--- src/rtl/md_sequencer_pkg.sv ---
// Shared constants for the multiply/divide sequencer: FSM state codes,
// HI/LO store-select encodings and default parameter values.
package md_seq_pkg;

    localparam int DEFAULT_WIDTH          = 32;
    localparam int DEFAULT_TIMEOUT_CYCLES = 64;

    localparam logic [1:0] STOREMD_DIV  = 2'b01;
    localparam logic [1:0] STOREMD_MULT = 2'b10;

    localparam logic [2:0] ST_IDLE     = 3'd0;
    localparam logic [2:0] ST_MULT_RUN = 3'd1;
    localparam logic [2:0] ST_DIV_RUN  = 3'd2;
    localparam logic [2:0] ST_COMMIT   = 3'd3;
    localparam logic [2:0] ST_FAULT    = 3'd4;

endpackage

--- src/rtl/md_sequencer_if.sv ---
// Request, unit handshake and HI/LO result bundle between the control unit,
// the shared multiplier/divider and the sequencer.
interface md_sequencer_if
    import md_seq_pkg::*;
#(
    parameter int WIDTH = DEFAULT_WIDTH
);
    logic             multOp;
    logic             divOp;
    logic [1:0]       StoreMD;
    logic [WIDTH-1:0] opA;
    logic [WIDTH-1:0] opB;
    logic [WIDTH-1:0] md_a;
    logic [WIDTH-1:0] md_b;
    logic             mult_start;
    logic             div_start;
    logic             mult_done;
    logic             div_done;
    logic [WIDTH-1:0] mult_hi;
    logic [WIDTH-1:0] mult_lo;
    logic [WIDTH-1:0] div_quot;
    logic [WIDTH-1:0] div_rem;
    logic [WIDTH-1:0] hi;
    logic [WIDTH-1:0] lo;
    logic             md_busy;
    logic             md_done;
    logic             div_zero;
    logic             md_timeout;
    logic             op_illegal;

    // The sequencer side.
    modport slave (
        input  multOp, divOp, StoreMD, opA, opB,
        input  mult_done, div_done, mult_hi, mult_lo, div_quot, div_rem,
        output md_a, md_b, mult_start, div_start,
        output hi, lo, md_busy, md_done, div_zero, md_timeout, op_illegal
    );

    // The control unit plus arithmetic units side.
    modport master (
        output multOp, divOp, StoreMD, opA, opB,
        output mult_done, div_done, mult_hi, mult_lo, div_quot, div_rem,
        input  md_a, md_b, mult_start, div_start,
        input  hi, lo, md_busy, md_done, div_zero, md_timeout, op_illegal
    );

endinterface

--- src/rtl/md_sequencer_watchdog.sv ---
// Run-length watchdog: counts cycles while enabled and raises a registered
// expire flag in the cycle the count reaches TIMEOUT_CYCLES-1.
module md_watchdog
    import md_seq_pkg::*;
#(
    parameter int TIMEOUT_CYCLES = DEFAULT_TIMEOUT_CYCLES
) (
    input  logic clk,
    input  logic reset,
    input  logic clear,
    input  logic enable,
    output logic expire
);
    localparam int            CW   = $clog2(TIMEOUT_CYCLES);
    localparam logic [CW-1:0] LAST = CW'(TIMEOUT_CYCLES - 1);

    logic [CW-1:0] count;
    logic [CW-1:0] count_inc;

    assign count_inc = count + CW'(1);

    always_ff @(posedge clk) begin
        if (!reset) begin
            count  <= '0;
            expire <= 1'b0;
        end else if (clear) begin
            count  <= '0;
            expire <= 1'b0;
        end else if (enable) begin
            count  <= count_inc;
            expire <= (count_inc == LAST);
        end
    end

endmodule

--- src/rtl/md_sequencer.sv ---
// Sequences the shared multiplier/divider: validates a request, latches the
// operands, starts one unit, waits for its done and commits HI/LO.
module md_sequencer
    import md_seq_pkg::*;
#(
    parameter int WIDTH          = DEFAULT_WIDTH,
    parameter int TIMEOUT_CYCLES = DEFAULT_TIMEOUT_CYCLES
) (
    input  logic          clk,
    input  logic          reset,
    md_sequencer_if.slave bus
);
    logic [2:0]       state;
    logic [2:0]       state_next;
    logic             run;
    logic             req_illegal;
    logic             req_div_zero;
    logic             own_done;
    logic             done_seen;
    logic             expire;

    logic [WIDTH-1:0] md_a;
    logic [WIDTH-1:0] md_b;
    logic [WIDTH-1:0] hi;
    logic [WIDTH-1:0] lo;
    logic             mult_start;
    logic             div_start;
    logic             md_busy;
    logic             md_done;
    logic             div_zero;
    logic             md_timeout;
    logic             op_illegal;

    assign run          = (state == ST_MULT_RUN) || (state == ST_DIV_RUN);
    assign req_illegal  = (bus.multOp && bus.divOp)
                       || (bus.multOp && (bus.StoreMD != STOREMD_MULT))
                       || (bus.divOp  && (bus.StoreMD != STOREMD_DIV));
    assign req_div_zero = bus.divOp && (bus.opB == '0);
    assign own_done     = (state == ST_MULT_RUN) ? bus.mult_done : bus.div_done;
    // The start pulse marks the first RUN cycle, where the unit cannot be done yet.
    assign done_seen    = run && own_done && !(mult_start || div_start);

    md_watchdog #(
        .TIMEOUT_CYCLES(TIMEOUT_CYCLES)
    ) u_watchdog (
        .clk   (clk),
        .reset (reset),
        .clear (!run),
        .enable(run),
        .expire(expire)
    );

    always_comb begin
        // NOTE: default first so every path assigns state_next and no latch is inferred.
        state_next = state;
        case (state)
            ST_IDLE: begin
                if (req_illegal || req_div_zero) state_next = ST_FAULT;
                else if (bus.multOp)             state_next = ST_MULT_RUN;
                else if (bus.divOp)              state_next = ST_DIV_RUN;
            end
            ST_MULT_RUN, ST_DIV_RUN: begin
                if (done_seen)   state_next = ST_COMMIT;
                else if (expire) state_next = ST_FAULT;
            end
            default: state_next = ST_IDLE;
        endcase
    end

    always_ff @(posedge clk) begin
        if (!reset) begin
            state      <= ST_IDLE;
            md_a       <= '0;
            md_b       <= '0;
            hi         <= '0;
            lo         <= '0;
            mult_start <= 1'b0;
            div_start  <= 1'b0;
            md_busy    <= 1'b0;
            md_done    <= 1'b0;
            div_zero   <= 1'b0;
            md_timeout <= 1'b0;
            op_illegal <= 1'b0;
        end else begin
            // NOTE: non-blocking so every register here sees the pre-edge state.
            state      <= state_next;
            mult_start <= (state == ST_IDLE) && (state_next == ST_MULT_RUN);
            div_start  <= (state == ST_IDLE) && (state_next == ST_DIV_RUN);
            md_busy    <= (state_next == ST_MULT_RUN) || (state_next == ST_DIV_RUN);
            md_done    <= (state_next == ST_COMMIT);
            op_illegal <= (state == ST_IDLE) && req_illegal;
            div_zero   <= (state == ST_IDLE) && !req_illegal && req_div_zero;
            md_timeout <= run && !done_seen && expire;

            if ((state == ST_IDLE)
                && ((state_next == ST_MULT_RUN) || (state_next == ST_DIV_RUN))) begin
                md_a <= bus.opA;
                md_b <= bus.opB;
            end

            // Divider convention: remainder lands in HI, quotient in LO.
            if (done_seen) begin
                if (state == ST_MULT_RUN) begin
                    hi <= bus.mult_hi;
                    lo <= bus.mult_lo;
                end else begin
                    hi <= bus.div_rem;
                    lo <= bus.div_quot;
                end
            end
        end
    end

    assign bus.md_a       = md_a;
    assign bus.md_b       = md_b;
    assign bus.hi         = hi;
    assign bus.lo         = lo;
    assign bus.mult_start = mult_start;
    assign bus.div_start  = div_start;
    assign bus.md_busy    = md_busy;
    assign bus.md_done    = md_done;
    assign bus.div_zero   = div_zero;
    assign bus.md_timeout = md_timeout;
    assign bus.op_illegal = op_illegal;

endmodule

--- src/flat_wrapper.sv ---
// flat-port wrapper written by rule: the top's interface ports become plain ports
module md_sequencer_flat import md_seq_pkg::*;
#(
    parameter int WIDTH          = DEFAULT_WIDTH,
    parameter int TIMEOUT_CYCLES = DEFAULT_TIMEOUT_CYCLES
)
  (clk, reset, bus_multOp, bus_divOp, bus_StoreMD, bus_opA, bus_opB, bus_mult_done, bus_div_done, bus_mult_hi, bus_mult_lo, bus_div_quot, bus_div_rem, bus_md_a, bus_md_b, bus_mult_start, bus_div_start, bus_hi, bus_lo, bus_md_busy, bus_md_done, bus_div_zero, bus_md_timeout, bus_op_illegal);
  md_sequencer_if #(.WIDTH(WIDTH)) bus_i ();
  input  logic clk;
  input  logic reset;
  input wire logic [$bits(bus_i.multOp)-1:0] bus_multOp;
  input wire logic [$bits(bus_i.divOp)-1:0] bus_divOp;
  input wire logic [$bits(bus_i.StoreMD)-1:0] bus_StoreMD;
  input wire logic [$bits(bus_i.opA)-1:0] bus_opA;
  input wire logic [$bits(bus_i.opB)-1:0] bus_opB;
  input wire logic [$bits(bus_i.mult_done)-1:0] bus_mult_done;
  input wire logic [$bits(bus_i.div_done)-1:0] bus_div_done;
  input wire logic [$bits(bus_i.mult_hi)-1:0] bus_mult_hi;
  input wire logic [$bits(bus_i.mult_lo)-1:0] bus_mult_lo;
  input wire logic [$bits(bus_i.div_quot)-1:0] bus_div_quot;
  input wire logic [$bits(bus_i.div_rem)-1:0] bus_div_rem;
  output wire logic [$bits(bus_i.md_a)-1:0] bus_md_a;
  output wire logic [$bits(bus_i.md_b)-1:0] bus_md_b;
  output wire logic [$bits(bus_i.mult_start)-1:0] bus_mult_start;
  output wire logic [$bits(bus_i.div_start)-1:0] bus_div_start;
  output wire logic [$bits(bus_i.hi)-1:0] bus_hi;
  output wire logic [$bits(bus_i.lo)-1:0] bus_lo;
  output wire logic [$bits(bus_i.md_busy)-1:0] bus_md_busy;
  output wire logic [$bits(bus_i.md_done)-1:0] bus_md_done;
  output wire logic [$bits(bus_i.div_zero)-1:0] bus_div_zero;
  output wire logic [$bits(bus_i.md_timeout)-1:0] bus_md_timeout;
  output wire logic [$bits(bus_i.op_illegal)-1:0] bus_op_illegal;
  assign bus_i.multOp = bus_multOp;
  assign bus_i.divOp = bus_divOp;
  assign bus_i.StoreMD = bus_StoreMD;
  assign bus_i.opA = bus_opA;
  assign bus_i.opB = bus_opB;
  assign bus_i.mult_done = bus_mult_done;
  assign bus_i.div_done = bus_div_done;
  assign bus_i.mult_hi = bus_mult_hi;
  assign bus_i.mult_lo = bus_mult_lo;
  assign bus_i.div_quot = bus_div_quot;
  assign bus_i.div_rem = bus_div_rem;
  assign bus_md_a = bus_i.md_a;
  assign bus_md_b = bus_i.md_b;
  assign bus_mult_start = bus_i.mult_start;
  assign bus_div_start = bus_i.div_start;
  assign bus_hi = bus_i.hi;
  assign bus_lo = bus_i.lo;
  assign bus_md_busy = bus_i.md_busy;
  assign bus_md_done = bus_i.md_done;
  assign bus_div_zero = bus_i.div_zero;
  assign bus_md_timeout = bus_i.md_timeout;
  assign bus_op_illegal = bus_i.op_illegal;
  md_sequencer #(.WIDTH(WIDTH), .TIMEOUT_CYCLES(TIMEOUT_CYCLES)) u_core (.clk(clk), .reset(reset), .bus(bus_i));
endmodule
--- config.mk ---
export PLATFORM = sky130hd
export DESIGN_NAME = md_sequencer_flat
export DESIGN_NICKNAME = d
export VERILOG_FILES = /design/src/rtl/md_sequencer_pkg.sv /design/src/rtl/md_sequencer_if.sv /design/src/rtl/md_sequencer_watchdog.sv /design/src/rtl/md_sequencer.sv /design/src/flat_wrapper.sv
export SDC_FILE = /design/constraint.sdc
export NUM_CORES = 1
export LEC_CHECK = 0
export ABC_AREA = 0
export CAP_MARGIN = 40
export CORE_MARGIN = 3
export CORE_UTILIZATION = 39
export DETAILED_ROUTE_END_ITERATION = 16
export PLACE_DENSITY_LB_ADDON = 0.05
export SLEW_MARGIN = 25
export SYNTH_ARGS = -nofsm -noshare
export SYNTH_HDL_FRONTEND = slang
export SYNTH_SLANG_ARGS = --single-unit
--- constraint.sdc ---
create_clock -name clk -period 2.3 [get_ports clk]
set_input_delay 0.46 -clock clk [delete_from_list [all_inputs] [get_ports clk]]
set_output_delay 0.46 -clock clk [all_outputs]
set_load 0.1 [all_outputs]
==> results of run 1 <==
## layout by cell type (no fill, tap or decap), drive strengths merged, types with 2 or more instances in the layout
cell / Yosys / layout
nor2: 13 / 13
nor2b: 2 / 2
buf: 31 / 165
clkinv: 0 / 5
nand4: 3 / 3
mux2i: 64 / 64
clkinvlp: 0 / 2
xor2: 2 / 2
clkdlybuf4s50: 0 / 198
o21ai: 69 / 69
nand2: 131 / 131
dfxtp: 145 / 145
clkbuf: 26 / 17
nor4: 6 / 6
nand2b: 3 / 3
a21oi: 4 / 4
and2: 3 / 3
nand3: 67 / 67
ha: 2 / 2
nor3b: 4 / 4
inv: 2 / 9
nand3b: 3 / 3
nor3: 3 / 3
xnor2: 3 / 3
o211a: 64 / 64
## layer usage
metal  wire (um)  global-route usage (%)
met1        7400                    23.0
met3        2040                    9.84
met5           0                       0
met2        9500                    36.9
met4         266                    5.69
## final timing paths
kind	to	depth (start not counted)	slack (ps)
worst max-delay path	u_core.bus.md_a[8]	9	180
worst min-delay path	u_core.bus.md_a[0]	3	440
worst max register to register	u_core.bus.md_a[8]	6	450
worst min register to register	u_core.bus.md_b[16]	2	450
## worst max-delay path: cells and delay by family
family,cells,cell delay (ps)
simple gates,4,920
compound gates,2,170
buf+inv,3,840
## registers in the layout (all words and copies together) (netlist names)
register	count
u_core.bus.op_illegal	1
u_core.u_watchdog.count	6
u_core.bus.md_b	32
u_core.bus.hi	32
u_core.bus.md_a	32
u_core.bus.md_busy	1
u_core.state	3
u_core.u_watchdog.expire	1
u_core.bus.mult_start	1
u_core.bus.div_start	1
u_core.bus.md_done	1
u_core.bus.lo	32
u_core.bus.md_timeout	1
u_core.bus.div_zero	1
## cells by family (layout without fill, tap and decap cells)
kind of cell               count (synthesis)  in the layout  synth area share [%]
xor gates and xnor gates                   5              5                 0.724
adders and majority gates                  2              2                 0.414
muxes                                     65             65                  10.8
AOI/OAI and AO/OA                        140            140                  17.4
and+or+nand+nor                          243            243                  18.2
buffers and inverters                     59            397                  4.45
DFF                                      145            145                  48.0
## report_power, final
part / internal [uW] / switching (uW) / total, uW
sequential: 2700 / 114 / 2820
combinational: 820 / 1840 / 2660
clock: 1520 / 1140 / 2660
## stage by stage
step	area (sq um)	TNS (ps)	instances	power [uW]
after detailed placement	9340	-7890	1149	5540
after CTS	9910	0	1181	8210
after global routing	9910	0	1181	8440
final	9910	0	1181	8130
after global placement	9340	-7890	1149	5510
after floorplan	6050	0	659	4700
## final cells by class
cell class | count | share of cell area, %
Clock inverter | 15 | 1.50
Timing Repair Buffer | 363 | 33.4
Tap cell | 184 | 2.32
Inverter | 2 | 0.0757
Sequential cell | 145 | 29.3
Clock buffer | 17 | 4.29
Multi-Input combinational cell | 455 | 29.2
==> results.cfg, run 1 <==
[clock_network]
h-tree-depth = 4
cts_tree = yes
clk_latency_ps = 420
clockRootBuffer = clkbuf_16
clk_pin_slew_ps = 70
cts_hold_buf = 0
cts_max_path_buffers = 2
numCtsBuffers = 17
post-cts-setup-buffers = 0
cts-resized-gates = 0
cts.sinks = 145

[floorplan]
die_h_um = 131
pin_count = 335
coreArea_sq_mm = 0.0149
die_w_um = 131
dieArea_sq_mm = 0.0170
start_util_pct = 40.7
fp-row-count = 44

[route]
dr.first_iter.drc_count = 273
vias = 5938
postRouteAntennaNets = 0
drt-vias-per-instance = 5.03
drt-pass1-iter-count = 7
routedWlPerCell_um = 16.3
drc = 0
drt_wl_total_mm = 19.2

[sta]
period_minus_slack_ps = 2120
drv_slew = 0
worstMarginPinSlew_ps = 410
max_slew_margin_pct = 72.7
final_hold_viol_count = 0
fmax_mhz = 472
setup_viol_count_final = 0
post-route-period-util_pct = 92.2
rsz0062_at_grt = no
finClkSkew_ps = 6.57
worst_slack_ps = 180
holdWs_ps = 437

[global_route]
grt_util_all_layers_pct = 21.1
grt_pass1_vias = 5608
grt_overflow = 0
antenna_found_initial = 0
grt_pass1_wl_mm = 28.4
grt_max_degree = 105

[place]
port-buffer-count = 334
place_congestion = 0.814
place_hpwl_mm = 14.7
place_ws_ps = -179

[yosys]
synth_top_area_share_pct = 48.0
yosys-top-cells-count = 145 x dfxtp_1, 131 x nand2_1, 67 x nand3_1, 64 x mux2i_1, 64 x o211a_1
yosysWarnings = 0
syn-num-nets = 861
synthMostInstantiatedCell = dfxtp_1
ys_async_sr_fraction_pct = 0
synth_flop_cell = dfxtp_1
syn-cell-area_sq_mm = 0.00605
syn_avg_cell_area_sq_um = 9.17
synthCells = 659
ys_seq_elements = 145
synthTopCellsByArea = dfxtp_1 48%, mux2i_1 11%, o211a_1 11%, nand2_1 8.1%, nand3_1 5.5%
seq_area_frac_synth_pct = 48.0
synth_enable_flop_cells = 0
ys_types = 38
yosysTopAreaCell = dfxtp_1

[setup_path]
critPathRequiredTime_ps = 2600
crit_chain = clkdlybuf4s50_1 -> nor4_1 -> nand4_1 -> nor3_2 -> buf_4 -> o21ai_4 -> buf_12 -> nand3_1 -> o21ai_0
arrival_ps = 2420
crit_path_end_kind = register
timing.rr.start = u_core.state[2]
cp_max_fo = 71
worst_path_max_delay_cell = clkdlybuf4s50_1
crit_path_start_kind = primary input
startpoint = bus_opB[5]
cp_slowest_stage_delay_ps = 460
worst-setup-path-type = primary input to register

[final_layout]
syn_to_final_growth_pct = 64.0
n_antenna_cell = 0
ff_latch_area_sq_mm = 0.00290
drive_gt1_share_pct = 20.5
fillCellCount = 1191
multi_input_area_sq_mm = 0.00289
fin_nets = 1186
final_core_util_pct = 66.7

[hold_path]
hold_path_startpoint = reset
min-delay-path-class = primary input to register

[run]
maxCapViolCount = 0

[pwr]
peakVddDrop_mv = 0.683
p_leak_uw = 0.00458
p_per_area_mw_per_mm2 = 820

[run_status]
status = complete, no violations
Note: power is estimated with default switching activity, not from simulation.
==> run 2, diff against run 1 <==
- SLEW_MARGIN: 25 -> unset
==> results of run 2 <==
Final layout, timing and power as in run 1 (identical DEF).
